$ cat src/rtl/sha_const.sv
// Shared constants, state encoding and register layout for the sha core and
// its byte-stream front end.
package sha_const;

    localparam int Nl     = 64;   // message bytes per operation
    localparam int Nk     = 256;  // hash width in bits
    localparam int NbHash = Nk / 8;
    localparam int NpMax  = 8;    // largest Ready-pulse count a front end may be built for

    localparam int BcntW = $clog2((Nl > NbHash) ? Nl : NbHash);
    localparam int RcntW = $clog2(NpMax) + 1;
    localparam int DidxW = $clog2(Nl);
    localparam int HidxW = $clog2(NbHash);

    typedef enum logic [1:0] {
        LOAD  = 2'h0,
        START = 2'h1,
        WAIT  = 2'h2,
        SEND  = 2'h3
    } state_type;

    // Byte 0 of both arrays is the most significant byte of the packed vector.
    typedef struct packed {
        state_type              state;
        logic [BcntW-1:0]       bcnt;
        logic [RcntW-1:0]       rcnt;
        logic [0:Nl-1][7:0]     data;
        logic [0:NbHash-1][7:0] hreg;
    } reg_type;

    localparam reg_type RegReset = '{state: LOAD, bcnt: '0, rcnt: '0, data: '0, hreg: '0};

endpackage

$ cat src/rtl/sha_stream.sv
// Byte-stream front end for one sha core: collects Nl message bytes, starts the
// core, and returns the hash most significant byte first.
module sha_stream
    import sha_const::*;
#(
    parameter int Np = 1
) (
    input  logic                 rst,
    input  logic                 clk,
    input  logic [7:0]           In_Data,
    input  logic                 In_Valid,
    output logic                 In_Ready,
    output logic [7:0]           Out_Data,
    output logic                 Out_Valid,
    input  logic                 Out_Ready,
    output logic                 Out_Last,
    output logic [0:Nl-1][7:0]   Sha_Data,
    output logic                 Sha_Enable,
    input  logic [Nk-1:0]        Sha_Hash,
    input  logic                 Sha_Ready,
    output logic                 Busy
);

    reg_type r, rin;

    always_comb begin
        // NOTE: every output and rin gets a default first so no path leaves a latch.
        rin        = r;
        In_Ready   = 1'b0;
        Out_Valid  = 1'b0;
        Out_Data   = 8'h00;
        Out_Last   = 1'b0;
        Sha_Enable = 1'b0;

        unique case (r.state)
            LOAD: begin
                In_Ready = 1'b1;
                if (In_Valid) begin
                    rin.data[r.bcnt[DidxW-1:0]] = In_Data;
                    if (r.bcnt == BcntW'(Nl - 1)) begin
                        rin.bcnt  = '0;
                        rin.state = START;
                    end else begin
                        rin.bcnt = r.bcnt + 1'b1;
                    end
                end
            end

            START: begin
                Sha_Enable = 1'b1;
                rin.rcnt   = '0;
                rin.state  = WAIT;
            end

            WAIT: begin
                if (Sha_Ready) begin
                    rin.rcnt = r.rcnt + 1'b1;
                    if (r.rcnt == RcntW'(Np - 1)) begin
                        rin.hreg  = Sha_Hash;
                        rin.state = SEND;
                    end
                end
            end

            SEND: begin
                Out_Valid = 1'b1;
                Out_Data  = r.hreg[r.bcnt[HidxW-1:0]];
                Out_Last  = (r.bcnt == BcntW'(NbHash - 1));
                if (Out_Ready) begin
                    if (Out_Last) begin
                        rin.bcnt  = '0;
                        rin.state = LOAD;
                    end else begin
                        rin.bcnt = r.bcnt + 1'b1;
                    end
                end
            end

            default: rin = RegReset;
        endcase
    end

    // NOTE: the message and hash arrays are reset too; Sha_Data must read all-zero out of reset.
    always_ff @(posedge clk or negedge rst) begin
        if (!rst) begin
            r <= RegReset;
        end else begin
            // NOTE: non-blocking so every register updates from the same pre-edge values.
            r <= rin;
        end
    end

    assign Sha_Data = r.data;
    assign Busy     = (r.state != LOAD);

endmodule

$ cat config.mk
export PLATFORM = sky130hd
export DESIGN_NAME = sha_stream
export DESIGN_NICKNAME = d
export VERILOG_FILES = /design/src/rtl/sha_const.sv /design/src/rtl/sha_stream.sv
export SDC_FILE = /design/constraint.sdc
export NUM_CORES = 1
export LEC_CHECK = 0
export CELL_PAD_IN_SITES_DETAIL_PLACEMENT = 0
export CELL_PAD_IN_SITES_GLOBAL_PLACEMENT = 1
export CORE_AREA = 2 2 385 234
export CTS_CLUSTER_DIAMETER = 40
export DETAILED_ROUTE_END_ITERATION = 10
export DIE_AREA = 0 0 387 236
export GPL_TIMING_DRIVEN = 0
export PLACE_DENSITY = 0.89
export SYNTH_ARGS = -nofsm -noshare
export SYNTH_HDL_FRONTEND = slang
export SYNTH_SLANG_ARGS = --single-unit
$ cat constraint.sdc
create_clock -name clk -period 2.6 [get_ports clk]
set_input_delay 0.39 -clock clk [delete_from_list [all_inputs] [get_ports clk]]
set_output_delay 0.39 -clock clk [all_outputs]
set_load 0.02 [all_outputs]
==> Yosys cells after proc, flatten, opt, wreduce, memory -nomap -nowiden <==
Cells that the tools add are included.
{ "totals": {"ff_bits": 780, "word_cells": 151, "in_bits": 269, "output_inout_bits": 525} }
{ "op_classes": {"order_cmp": 3, "n_eq_ne": 11, "bitwise": 2, "n_reduce_logical": 11, "addsub": 2, "n_mux": 23} }
{ "op_table": {"columns": ["cell", "n"], "rows": [
  ["bitwise mux 512 bit", 1],
  ["demux 8 bit (select 6 bit)", 1],
  ["2-to-1 mux 8 bit", 6],
  ["binary-select mux 8 bit (select 5 bit)", 1],
  ["2-to-1 mux 6 bit", 2],
  ["inequality test 2 bit (second input constant)", 6],
  ["case mux 6 bit (2 select lines)", 1],
  ["2-to-1 mux 2 bit", 4],
  ["case mux 2 bit (4 select lines)", 1],
  ["case mux 4 bit (2 select lines)", 1],
  [">= comparator 7 bit (second input constant)", 1],
  ["< comparator 7 x 1 -> 1 bit (second input constant)", 1],
  ["inverter 6 -> 7 bit", 1],
  ["adder 6 x 1 -> 6 bit (second input constant)", 1],
  ["== test 6 x 5 -> 1 bit (second input constant)", 1],
  ["== test 6 bit (second input constant)", 1],
  [">= comparator 6 bit (second input constant)", 1],
  ["inverter 5 -> 6 bit", 1],
  ["AND reduction 3 bit", 2],
  ["AND reduction 6 bit", 1],
  ["nonzero test 2 bit", 3],
  ["adder 4 x 1 -> 4 bit (second input constant)", 1],
  ["== test 2 bit (second input constant)", 2],
  ["zero test 4 bit", 1],
  ["other kinds (6)", 10]
]} }

==> Longest topological paths before layout <==
{ "logic_depth": {"ltp_word": 6, "mapped_depth": 9, "depth_no_buf": 7} }

==> Worst setup path after synthesis <==
No wires, ideal clock.
{ "synth_path": {"path_kind": "reg-to-output", "startpoint": "register r[772] in the netlist's numbering", "endpoint": "output port Out_Data[2]", "t_required_ns": 2.210, "n_path_buf": 3, "arrival_ns": 1.887, "setup_slack_ns": 0.323, "stages_incl_launch_ff": 9, "path_cell_list": "dfrtp_1 buf_4 buf_4 nor2_1 buf_2 a22oi_1 o221ai_1 o211ai_1 a31oi_1"} }
{ "synth_between": {"elab_chain_len": 5} }
{ "synth_lines": {"columns": ["element", "line", "source"], "rows": [
  ["start, declared", "sha_stream.sv:24", "reg_type r, rin;"],
  ["start signal, assigned", "sha_stream.sv:86", "r <= RegReset;"],
  ["start signal, assigned", "sha_stream.sv:89", "r <= rin;"],
  ["inverter 5 -> 6 bit (implied by the code)", "sha_stream.sv:67", "Out_Data = r.hreg[r.bcnt[HidxW-1:0]];"],
  ["binary-select mux 8 bit (select 5 bit)", "sha_stream.sv:67", null],
  ["2-to-1 mux 8 bit (implied by the code) (2 in series)", "sha_stream.sv:67", null],
  ["2-to-1 mux 8 bit", "sha_stream.sv:35", "unique case (r.state)"],
  ["end, declared", "sha_stream.sv:13", "output logic [7:0] Out_Data,"]
]} }
Every way passes these cells. The select of a mux whose other input is x is not followed.

==> Worst setup path in the final report <==
{ "layout_path": {"startpoint": "register r[774] in the netlist's numbering", "endpoint": "output port Out_Data[2]"} }
The elaborated chain is that of the path after synthesis.

==> impl_results.md <==
- Hpwl dp: 92700 um
- Layout cells sized above 1: 48.6%
- Via count: 24600
- Reg-to-reg slack, setup: 0.07 ns
- Leakage: 23.3 nW
- Reg power frac: 33.4%
- Clock buffer depth: 3
- Area growth syn-to-layout: 40.8%
- Slew at the pin closest to its max-slew limit: 1.14 ns
- Max Slew Vio Count: 0
- Failing checks: negative setup slack
- NetSw: 17.8 mW
- Synthesized cell area: 35800 sq um
- Largest area contributor in the netlist: dfrtp_1
- Unrepaired setup endpoints after global routing: true
- Min cycle time layout: 3.48 ns
- Area contributors post-synth: dfrtp_1 55%, mux2_2 25%, buf_4 11%
- Number of synthesized flops with an enable pin: 0
- Setup violators final: 8
- Synth warnings: 0
- Post-synth top area share: 54.6%
- Syn avg cell area: 13.7 sq um
- Sequential share of the synthesized area: 54.6%
- DRT Pass-1 Iters: 6
- Residual DRC: 0
- Die Width: 387 um
- Clock sink total: 780
- Reg2reg end: r[227]
- IO buf count: 785
- Initial antenna violation count: 14
- Wire length per cell: 26.0 um
- Synth Flop Type: dfrtp_1
- Clock transition at path regs: 0.06 ns
- Overall die height: 236 um
- Die area: 91300 sq um
- H-tree Lvls: 3
- First-pass GRT wire length: 179000 um
- Post-Route WL: 125000 um
- Vias per cell: 5.10
- Gr usage total: 27.1%
- Final antenna-violating net count: 0
- Final net count: 3836
- Most common cell in the netlist: mux2_2
- Crit. Startpoint: r[774]
- Clock power frac: 27.1%
- Power per cell area: 1020 nW/um^2
- DR iter-0 viols: 1557
- Final core occ: 57.0%
- Sw frac: 34.4%
- Cts bufs inserted: 92
- Slowest stage cell, crit path: o211ai_1
- Max cap viols: 0
- Flop and latch count out of synthesis: 780
- Clock Latency Late Sink: 0.68 ns
- CP Cell Sequence: buf_6, buf_12, buf_16, mux2_2, a22oi_2, nor2_1, o211ai_1, a31oi_1, buf_4
- Fin crit share: 134%
- Post-synth ARST share: 100%
- Min-Delay Path Class: primary input to asynchronous set/reset pin
- TritonCTS clock tree: done
- Crit path kind: flip-flop to output pin
- Final hold vios: 0
- Reg2Reg Launch Point: r[778]
- Net Count, Synth: 2884
- Worst r2r path cells: 8
- Pwr Total: 51.6 mW
- Worst setup EP type: output pin
- Fmax: 0.287 GHz
- Unique masters post-synth: 60
- Fill cell count: 7147
- Worst rel slew slack: 24.1%
- Result of the run: finished with violations
- Slowest stage delay, CP: 0.65 ns
- Synth top cells by count: 790 x mux2_2, 780 x dfrtp_1, 521 x buf_4
- Critical path arrival: 3.09 ns
- Final Wtd Congestion: 0.966
- Final WS setup: -0.881 ns
- Initial Utilization: 40.5%
- Grt ovf: 0
- Peak supply drop: 0.624 mV
- Power share of the combinational group: 39.5%
- Crit path max fanout: 7
- Pin count of the biggest net entering global routing: 121
- Max Clock Skew: 0.0170 ns
- Post-Synthesis Cells: 2608
- Row cnt: 85
- Core box area: 88400 sq um
- Root Buffer: clkbuf_16
- Vias in the first global route: 25400
- Power Internal: 33.9 mW
- Critical Path RT: 2.21 ns
- I/O Pins: 794
- Worst setup SP type: flip-flop
what timing repair did:
item                                    4_1_cts  5_1_grt
setup buffers                                46       21
gates resized for setup                     242       68
hold endpoints to repair                     84        0
hold buffers                                  1        0
cloned                                        2        0
pin swaps                                    30       29
endpoints found under the setup margin      601      238
per-layer routing:
| metal | share of wire, % | global-route usage [%] | vias up | wire [um] |
|---|---|---|---|---|
| met3 | 9.2 | 8.92 | 222 | 11500 |
| met1 | 44 | 37.9 | 12900 | 55300 |
| li1 | - | - | 10600 | - |
| met5 | 0.13 | 0 | - | 160 |
| met4 | 3.0 | 8.72 | 4 | 3820 |
| met2 | 43 | 39.7 | 960 | 54500 |
state kept, by name, summed over array words and instances, names as in the netlist:
register,count
r,268
Sha_Data,512
power groups by stage:
| stage | sequential, mW | combinational, mW | clock [mW] |
|---|---|---|---|
| after global placement | 17.2 | 17.2 | 0 |
| after CTS | 17.1 | 19.5 | 14.2 |
| final | 17.2 | 20.4 | 14.0 |
| after detailed placement | 17.2 | 17.5 | 0 |
| after floorplan | 16.7 | 10.7 | 0 |
| after global routing | 17.5 | 21.2 | 14.7 |
layout make-up:
| cell class | count | area (sq um) | share of cell area [%] |
|---|---|---|---|
| Sequential cell | 780 | 19500 | 38.7 |
| Multi-Input combinational cell | 1175 | 12500 | 24.8 |
| Timing Repair Buffer | 860 | 8760 | 17.4 |
| Buffer | 639 | 4770 | 9.46 |
| Clock buffer | 116 | 2580 | 5.11 |
| Tap cell | 1174 | 1470 | 2.92 |
| Clock inverter | 54 | 726 | 1.44 |
| Inverter | 12 | 52.6 | 0.104 |
| Antenna cell | 14 | 35.0 | 0.0695 |
worst max-delay path, delay by kind of cell, from the launching register on:
family	cells	cell delay [ns]
AND/OR/NAND/NOR	1	0.06
AO/OA/AOI/OAI	3	0.94
flip-flops	1	0.37
buffers and inverters	4	0.66
multiplexers	1	0.36
cell families (layout without fill, tap and decap cells):
group                      count (synthesis)  after routing  share of synthesized area, %
xor gates and xnor gates                   5              5                         0.122
adders and majority gates                  7              7                         0.245
buffers and inverters                    653           1681                          12.6
muxes                                    840            840                          26.5
other                                      0             14                             0
AOI/OAI and AO/OA                        155            155                          3.20
DFF                                      780            780                          54.6
and+or+nand+nor                          168            168                          2.84
how the worst max path moves through the flow:
stage | to | slack, ns | cells after the start
2_1_floorplan | Out_Data[2] | 0.32 | 8
3_3_place_gp | Sha_Data[209] | -34.88 | 1
3_5_place_dp | Out_Data[2] | -1.35 | 9
4_1_cts | Out_Data[2] | -0.81 | 9
5_1_grt | Out_Data[3] | -0.91 | 9
6_report | Out_Data[2] | -0.88 | 9
cells in the final DEF, fill, tap and decap left out, types with 9 or more instances in the layout:
cell type and instances:
clkbuf_1 61, buf_4 569, nor2_1 20, bufinv_16 12, clkdlybuf4s50_1 773, a22oi_1 22, nand2_2 9, mux2_1 10
dfrtp_1 779, clkbuf_16 95, nor2_4 59, a221oi_1 10, a21oi_1 13, buf_12 21, buf_2 21, clkbuf_8 12
diode_2 14, nand2_1 19, buf_16 13, buf_6 16, inv_6 14, clkbuf_4 14, o21ai_0 18, buf_1 9
mux2i_1 29, mux2_2 785, clkinv_2 10
through the flow:
stage / worst slack, ns / TNS (ns) / std cells / hold slack (ns) / area [sq um]
floorplan: 0.323 / 0 / 2608 / 0.0944 / 35800
global placement: -34.88 / - / 4567 / 0.470 / 45100
detailed placement: -1.35 / -142.41 / 4574 / 0.423 / 45300
CTS: -0.809 / -5.57 / 4791 / 0.282 / 49900
global route: -0.915 / -6.47 / 4819 / 0.263 / 50400
finish: -0.881 / -6.21 / 4824 / 0.241 / 50400
Power figures use the tool's default switching activity.
